## config.mk

```make
export PLATFORM = sky130hd
export DESIGN_NAME = md_unit
export DESIGN_NICKNAME = d
export VERILOG_FILES = /design/src/rtl/md_unit.sv
export SDC_FILE = /design/constraint.sdc
export NUM_CORES = 1
export LEC_CHECK = 0
export BUFFER_PORTS_ARGS = -buffer_cell sky130_fd_sc_hd__buf_2
export CORE_AREA = 5 5 182 184
export DETAILED_ROUTE_END_ITERATION = 16
export DIE_AREA = 0 0 187 189
export GPL_ROUTABILITY_DRIVEN = 0
export PLACE_DENSITY = 0.72
export RECOVER_POWER = 25
export SLEW_MARGIN = 20
export SYNTH_ARGS = -nofsm -noshare
export SYNTH_HDL_FRONTEND = slang
export SYNTH_SLANG_ARGS = --single-unit
```

## constraint.sdc

```tcl
create_clock -name clk -period 10 [get_ports clk]
set_clock_uncertainty 0.05 [all_clocks]
set_input_delay 2 -clock clk [delete_from_list [all_inputs] [get_ports clk]]
set_output_delay 2 -clock clk [all_outputs]
set_load 0.005 [all_outputs]
```

## src/rtl/md_unit.sv

```systemverilog
// -----------------------------------------------------------------------------
// md_unit -- iterative multiply/divide unit with HI/LO registers.
//
// Executes MULT/MULTU/DIV/DIVU over 32 CALC iterations plus one FIX cycle.
// Multiply is radix-2 shift-add and divide is restoring division. Both work on
// operand magnitudes, and FIX applies the result signs. The unit also serves
// MTHI/MTLO writes while idle.
//
// Ports:
//   clk    in   system clock, rising edge
//   reset  in   asynchronous active-low reset, clears all state
//   start  in   launch the operation selected by op (ignored while busy)
//   op     in   0 = MULT, 1 = MULTU, 2 = DIV, 3 = DIVU
//   a      in   rs operand (also the MTHI/MTLO source)
//   b      in   rt operand
//   mthi   in   write a into HI (idle only, start has priority)
//   mtlo   in   write a into LO (idle only, start has priority)
//   busy   out  high in CALC and FIX
//   done   out  one-cycle pulse when new HI/LO values first become visible
//   hi     out  HI register
//   lo     out  LO register
// -----------------------------------------------------------------------------
module md_unit #(
  parameter int WIDTH = 32
) (
  input  logic             clk,
  input  logic             reset,
  input  logic             start,
  input  logic [1:0]       op,
  input  logic [WIDTH-1:0] a,
  input  logic [WIDTH-1:0] b,
  input  logic             mthi,
  input  logic             mtlo,
  output logic             busy,
  output logic             done,
  output logic [WIDTH-1:0] hi,
  output logic [WIDTH-1:0] lo
);

  localparam int CW = $clog2(WIDTH);
  localparam logic [CW-1:0] LAST = CW'(WIDTH - 1);

  typedef enum logic [1:0] {
    S_IDLE = 2'd0,
    S_CALC = 2'd1,
    S_FIX  = 2'd2
  } state_e;

  state_e             state_q, state_d;
  logic [CW-1:0]      cnt_q, cnt_d;
  logic [1:0]         op_q, op_d;
  logic [WIDTH-1:0]   a_q, a_d;          // original dividend, for divide-by-zero HI
  logic [WIDTH-1:0]   mcand_q, mcand_d;  // |b|: multiplicand or divisor
  logic [2*WIDTH-1:0] acc_q, acc_d;      // mul: {partial, multiplier}; div: {rem, quotient}
  logic               neg_q, neg_d;      // product/quotient must be negated
  logic               rneg_q, rneg_d;    // remainder must be negated (dividend sign)
  logic [WIDTH-1:0]   hi_q, hi_d;
  logic [WIDTH-1:0]   lo_q, lo_d;
  logic               busy_q, busy_d;
  logic               done_q, done_d;

  // Start-cycle operand conditioning
  logic             op_signed;
  logic [WIDTH-1:0] a_mag, b_mag;

  assign op_signed = ~op[0];
  assign a_mag     = (op_signed && a[WIDTH-1]) ? -a : a;
  assign b_mag     = (op_signed && b[WIDTH-1]) ? -b : b;

  // One shift-add multiply step: add the multiplicand into the upper half when
  // the multiplier LSB is set, then shift the whole accumulator right. The
  // carry out of the add becomes the new MSB.
  logic [WIDTH:0]     mul_sum;
  logic [2*WIDTH-1:0] mul_next;

  assign mul_sum  = {1'b0, acc_q[2*WIDTH-1:WIDTH]} + (acc_q[0] ? {1'b0, mcand_q} : '0);
  assign mul_next = {mul_sum, acc_q[WIDTH-1:1]};

  // One restoring divide step: shift the next dividend bit into the partial
  // remainder and subtract the divisor. A non-negative difference sets the
  // quotient bit and is kept; otherwise the shifted remainder is restored.
  logic [WIDTH:0]     div_shift;
  logic [WIDTH:0]     div_diff;
  logic               div_qbit;
  logic [WIDTH-1:0]   div_rem;
  logic [2*WIDTH-1:0] div_next;

  assign div_shift = {acc_q[2*WIDTH-1:WIDTH], acc_q[WIDTH-1]};
  assign div_diff  = div_shift - {1'b0, mcand_q};
  assign div_qbit  = ~div_diff[WIDTH];
  assign div_rem   = div_qbit ? div_diff[WIDTH-1:0] : div_shift[WIDTH-1:0];
  assign div_next  = {div_rem, acc_q[WIDTH-2:0], div_qbit};

  // Sign fix-up of the finished magnitudes
  logic [2*WIDTH-1:0] prod_fix;
  logic [WIDTH-1:0]   quo_fix, rem_fix;

  assign prod_fix = neg_q  ? -acc_q : acc_q;
  assign quo_fix  = neg_q  ? -acc_q[WIDTH-1:0] : acc_q[WIDTH-1:0];
  assign rem_fix  = rneg_q ? -acc_q[2*WIDTH-1:WIDTH] : acc_q[2*WIDTH-1:WIDTH];

  always_comb begin
    state_d = state_q;
    cnt_d   = cnt_q;
    op_d    = op_q;
    a_d     = a_q;
    mcand_d = mcand_q;
    acc_d   = acc_q;
    neg_d   = neg_q;
    rneg_d  = rneg_q;
    hi_d    = hi_q;
    lo_d    = lo_q;
    done_d  = 1'b0;

    unique case (state_q)
      S_IDLE: begin
        if (start) begin
          op_d    = op;
          a_d     = a;
          mcand_d = b_mag;
          acc_d   = {{WIDTH{1'b0}}, a_mag};
          neg_d   = op_signed & (a[WIDTH-1] ^ b[WIDTH-1]);
          rneg_d  = op_signed & a[WIDTH-1];
          cnt_d   = '0;
          state_d = S_CALC;
        end else begin
          if (mthi) hi_d = a;
          if (mtlo) lo_d = a;
        end
      end

      S_CALC: begin
        acc_d = op_q[1] ? div_next : mul_next;
        cnt_d = cnt_q + 1'b1;
        if (cnt_q == LAST) state_d = S_FIX;
      end

      S_FIX: begin
        if (!op_q[1]) begin
          hi_d = prod_fix[2*WIDTH-1:WIDTH];
          lo_d = prod_fix[WIDTH-1:0];
        end else if (mcand_q == '0) begin
          hi_d = a_q;
          lo_d = '1;
        end else begin
          hi_d = rem_fix;
          lo_d = quo_fix;
        end
        done_d  = 1'b1;
        state_d = S_IDLE;
      end

      default: state_d = S_IDLE;
    endcase

    busy_d = (state_d != S_IDLE);
  end

  always_ff @(posedge clk or negedge reset) begin
    if (!reset) begin
      state_q <= S_IDLE;
      cnt_q   <= '0;
      op_q    <= '0;
      a_q     <= '0;
      mcand_q <= '0;
      acc_q   <= '0;
      neg_q   <= 1'b0;
      rneg_q  <= 1'b0;
      hi_q    <= '0;
      lo_q    <= '0;
      busy_q  <= 1'b0;
      done_q  <= 1'b0;
    end else begin
      state_q <= state_d;
      cnt_q   <= cnt_d;
      op_q    <= op_d;
      a_q     <= a_d;
      mcand_q <= mcand_d;
      acc_q   <= acc_d;
      neg_q   <= neg_d;
      rneg_q  <= rneg_d;
      hi_q    <= hi_d;
      lo_q    <= lo_d;
      busy_q  <= busy_d;
      done_q  <= done_d;
    end
  end

  assign busy = busy_q;
  assign done = done_q;
  assign hi   = hi_q;
  assign lo   = lo_q;

endmodule

```

* Word-level counts from Yosys, hierarchy flattened
Cells that the tools add are included.
** Cells by class
- $add $sub $neg :: 8
- Eq/ne operators :: 7
- Mux-type cells :: 26
- Bitwise gates (word level) :: 5
- Reduce and logical (&&, ||, !) cells :: 11
** Operator list (number)
- $mux 32 :: 14
- $mux 64 :: 3
- $neg 32->32 :: 4
- $pmux 32 s2 :: 2
- $pmux 64 s2 :: 1
- $neg 64->64 :: 1
- $add 32x32->33 :: 1
- $sub 33x32->33 :: 1
- $logic_not 32->1 :: 1
- $pmux 5 s2 :: 1
- $ne 2x2->1 const B :: 4
- $reduce_and 3->1 :: 2
- $reduce_bool 2->1 :: 3
- $add 5x1->5 const B :: 1
- $eq 5x5->1 const B :: 1
- $mux 5 :: 1
- $mux 2 :: 2
- $pmux 2 s2 :: 1
- $reduce_and 2->1 :: 2
- $and 1x1->1 :: 2
- $eq 2x1->1 const B :: 1
- $eq 2x2->1 const B :: 1
- $logic_and 1x1->1 :: 2
- $logic_not 2->1 :: 1
- 3 further kinds :: 4
** Word-level totals
- Register bits :: 205
- Input port bits :: 71
- Output and inout port bits :: 66
- Logic and storage cells :: 69

* Logic depth before layout (Yosys ltp)
- Depth in word-level cells :: 5
- Gate-level depth with buffers :: 14
- Depth with buffers taken out :: 13

* Least setup slack after synthesis
No wires, ideal clock.
- Path kind :: input to register
- Start :: in a[7]
- End :: reg acc_q[29]
- Arrival time :: 4133 ps
- Path slack :: 5735 ps
- Stages :: 10
- Cells stage by stage :: clkbuf_1 -> nor4_1 -> nand4b_1 -> nand2b_1 -> nor4_1 -> nand3_1 -> o41ai_1 -> xnor2_1 -> o21ai_0 -> o21ai_0
** On the way
- Longest elaborated chain between the ends :: 4
** Ends and longest elaborated chain
- start: declaration :: RTL line 30 : input logic [WIDTH-1:0] a,
- $neg 32->32 :: RTL line 67 : assign a_mag = (op_signed && a[WIDTH-1]) ? -a : a;
- $mux 32 :: RTL line 67
- $mux 64 :: RTL line 117 : if (start) begin
- $pmux 64 s2 :: RTL line 115 : unique case (state_q)
- end signal: assignment :: RTL line 166 : acc_q <= '0;
- end signal: assignment :: RTL line 179 : acc_q <= acc_d;
- end: declaration :: RTL line 54 : logic [2*WIDTH-1:0] acc_q, acc_d;
No other way between the ends. The select of a mux whose other input is x is not followed.
A chain may end at the register's enable or synchronous reset.

* Final worst setup path
- Start :: in start
- End :: reg acc_q[31]
** On the way
- Longest elaborated chain between the ends :: 2
** Ends and longest elaborated chain
- start: declaration :: RTL line 28 : input logic start,
- $ne 2x2->1 (no source line)
- $reduce_and 2->1 (no source line)
No other way between the ends.

==> flow_metrics.env <==
export IMPL_cts_htree_levels=1
export IMPL_clk_latency_ps=540
export IMPL_final_cell_mix="nand2_1 (360), o21ai_0 (275), dfrtp_1 (202)"
export IMPL_fp_dieW_um=187
export IMPL_vias=16500
export IMPL_worstHoldPathCells=2
export IMPL_fp_row_count=65
export IMPL_synth_async_reset_ratio=1.00
export IMPL_setup_worst_path_end_class="flop"
export IMPL_violations="max-capacitance violations, max-slew violations"
export IMPL_startpoint="start"
export IMPL_drtAntennaViolNets=0
export IMPL_cts_inserted_buffers=24
export IMPL_grt_pass1_wl_um=85100
export IMPL_syn_area_um2=16600
export IMPL_cts_tree="yes"
export IMPL_clock_path_buffers=3
export IMPL_crit_family="buffers and inverters"
export IMPL_finalWorstSetupSlack_ps=4270
export IMPL_design_core_area_um2=31200
export IMPL_setup_tns_ps=0
export IMPL_firstDrtPassIters=6
export IMPL_num_fill_cells=2935
export IMPL_final_common_cell="nand2_1"
export IMPL_crit_path_top_delay_cell="clkbuf_1"
export IMPL_r2r_start="state_q[1]"
export IMPL_clk_pin_slew_worst_paths_ps=60
export IMPL_place_hpwl_um=38700
export IMPL_regArea_um2=5110
export IMPL_multi_input_area_um2=10700
export IMPL_path_depth=5
export IMPL_avgViaCountPerCell=6.29
export IMPL_relSlewSlack=-1.81
export IMPL_finalPower_mw=6.90
export IMPL_root_buffer="clkbuf_16"
export IMPL_dieHeight_um=189
export IMPL_drive_gt1_frac=0.0964
export IMPL_syn_avg_cell_area_um2=7.63
export IMPL_critPathArrivalTime_ps=6090
export IMPL_synth_distinct_cells=67
export IMPL_worst_ep_required_time_ps=10360
export IMPL_drc=0
export IMPL_ys_warn_count=0
export IMPL_status="finished, violations left"
export IMPL_track_usage=0.291
export IMPL_hold_viol=0
export IMPL_cp_cell_sequence="clkbuf_1, o21bai_4, clkbuf_1, inv_1, mux2_2"
export IMPL_ys_top_cells_by_area="dfrtp_1 (31%), o21ai_0 (8.3%), nand2_1 (8.1%)"
export IMPL_area_growth_pct=9.12
export IMPL_critPathMaxStageDelay_ps=2960
export IMPL_diodes=0
export IMPL_syn_nets=2322
export IMPL_max_slew_worst_pin_slew_ps=4210
export IMPL_cts_resized=0
export IMPL_grt_pass1_vias=15600
export IMPL_antenna_found_initial=0
export IMPL_synth_ff_type="dfrtp_1"
export IMPL_nets=2346
export IMPL_io_pins=137
export IMPL_routedWlPerCell_um=20.3
export IMPL_post_route_period_util=0.573
export IMPL_worstHoldStart="lo[18]"
export IMPL_yosysTopAreaCell="dfrtp_1"
export IMPL_drtIter0Drc=1553
export IMPL_postCtsSetupBuffers=0
export IMPL_initial_core_util=0.532
export IMPL_setup_worst_path_start_class="primary input"
export IMPL_path_common_cell="clkbuf_1"
export IMPL_finalMaxSlewViolations=262
export IMPL_max_cap_viol_count=4
export IMPL_yosys_register_bits=204
export IMPL_report_final_setup_viol=0
export IMPL_crit_type="in -> reg"
export IMPL_hold_ws_ps=420
export IMPL_synth_edf_count=0
export IMPL_grt_overflow_total=0
export IMPL_crit_buf_inv=3
export IMPL_p_per_area_nw_per_um2=380
export IMPL_grt_max_degree=100
export IMPL_rr_worst_depth=4
export IMPL_leakage_nw=7.98
export IMPL_synth_cells=2179
export IMPL_yosysSeqAreaShare=0.307
export IMPL_irDropWorstVdd_mv=0.216
export IMPL_dp_slack_ps=5040
export IMPL_clock_sinks=204
export IMPL_io_buffers=136
export IMPL_holdCritPathClass="reg -> reg"
export IMPL_holdBufCountCts=0
export IMPL_post_route_min_period_ps=5730
export IMPL_wl_um=53200
export IMPL_dieArea_um2=35300
export IMPL_fin_cells=2623
export IMPL_rsz0062_at_grt="no"
export IMPL_max_freq_ghz=0.175
export IMPL_netlist_area_leader_share=0.307
export IMPL_dp_cells=2579
export IMPL_cp_max_fo=99
## area by class of cell
| type | count | share of cell area |
|---|---|---|
| Clock buffer | 35 | 0.0393 |
| Clock inverter | 9 | 0.00421 |
| Inverter | 67 | 0.0139 |
| Multi-Input combinational cell | 1752 | 0.589 |
| Sequential cell | 204 | 0.282 |
| Tap cell | 402 | 0.0277 |
| Timing Repair Buffer | 154 | 0.0442 |
## synthesized netlist by cell type (25+ instances only)
cell type / n
clkbuf_1: 138
o22ai_1: 47
dfrtp_1: 204
o31ai_1: 31
xnor2_1: 112
nor4_1: 26
nor3_1: 38
inv_1: 67
o21ai_0: 275
ha_1: 70
a21oi_1: 159
a21o_1: 25
xor2_1: 82
nand2_1: 361
nor2_1: 149
mux2i_1: 61
or3_1: 27
## final timing paths
check                             to  slack [ps]
setup / recovery           acc_q[31]        4270
hold / removal                lo[18]         420
setup reg to reg           acc_q[31]        5110
hold reg to reg               lo[18]         420
max in group asynchronous    op_q[1]        4590
min in group asynchronous   acc_q[6]        2700
## state kept, by name (all words and copies together) (netlist names)
name,count
lo,32
busy,1
cnt_q,5
acc_q,64
hi,32
neg_q,1
done,1
op_q,1
rneg_q,1
state_q,2
mcand_q,32
a_q,32
## per-layer routing
| metal | up-vias | part of all wire | GRT usage |
|---|---|---|---|
| met5 | - | 0 | 0 |
| met3 | 154 | 0.090 | 0.0398 |
| met2 | 858 | 0.45 | 0.472 |
| li1 | 7779 | - | - |
| met1 | 7703 | 0.41 | 0.395 |
| met4 | 0 | 0.044 | 0.119 |
## logic make-up after synthesis
group,share of synthesized area
adders and majority gates,0.0551
muxes,0.0374
AOI/OAI and AO/OA,0.247
xor gates and xnor gates,0.102
buffers and inverters,0.0521
and+or+nand+nor,0.199
DFF,0.307
## per-stage QoR
stage               instance area, um2   util
finish                           18100  0.581
global route                     18100  0.581
CTS                              18200  0.582
detailed placement               17400  0.556
global placement                 17400  0.556
floorplan                        16600      -
## worst min-delay path, delay by kind of cell, from the launching register on
family	cells	cell delay, ps
flip-flops	1	330
AO/OA/AOI/OAI	1	60
AND/OR/NAND/NOR	1	40
## report_power, final
part	internal [mW]	switching (mW)	leakage [nW]
clock	0.519	0.360	0.392
combinational	1.76	2.39	5.05
sequential	1.24	0.629	2.54
Note: power is estimated with default switching activity, not from simulation.
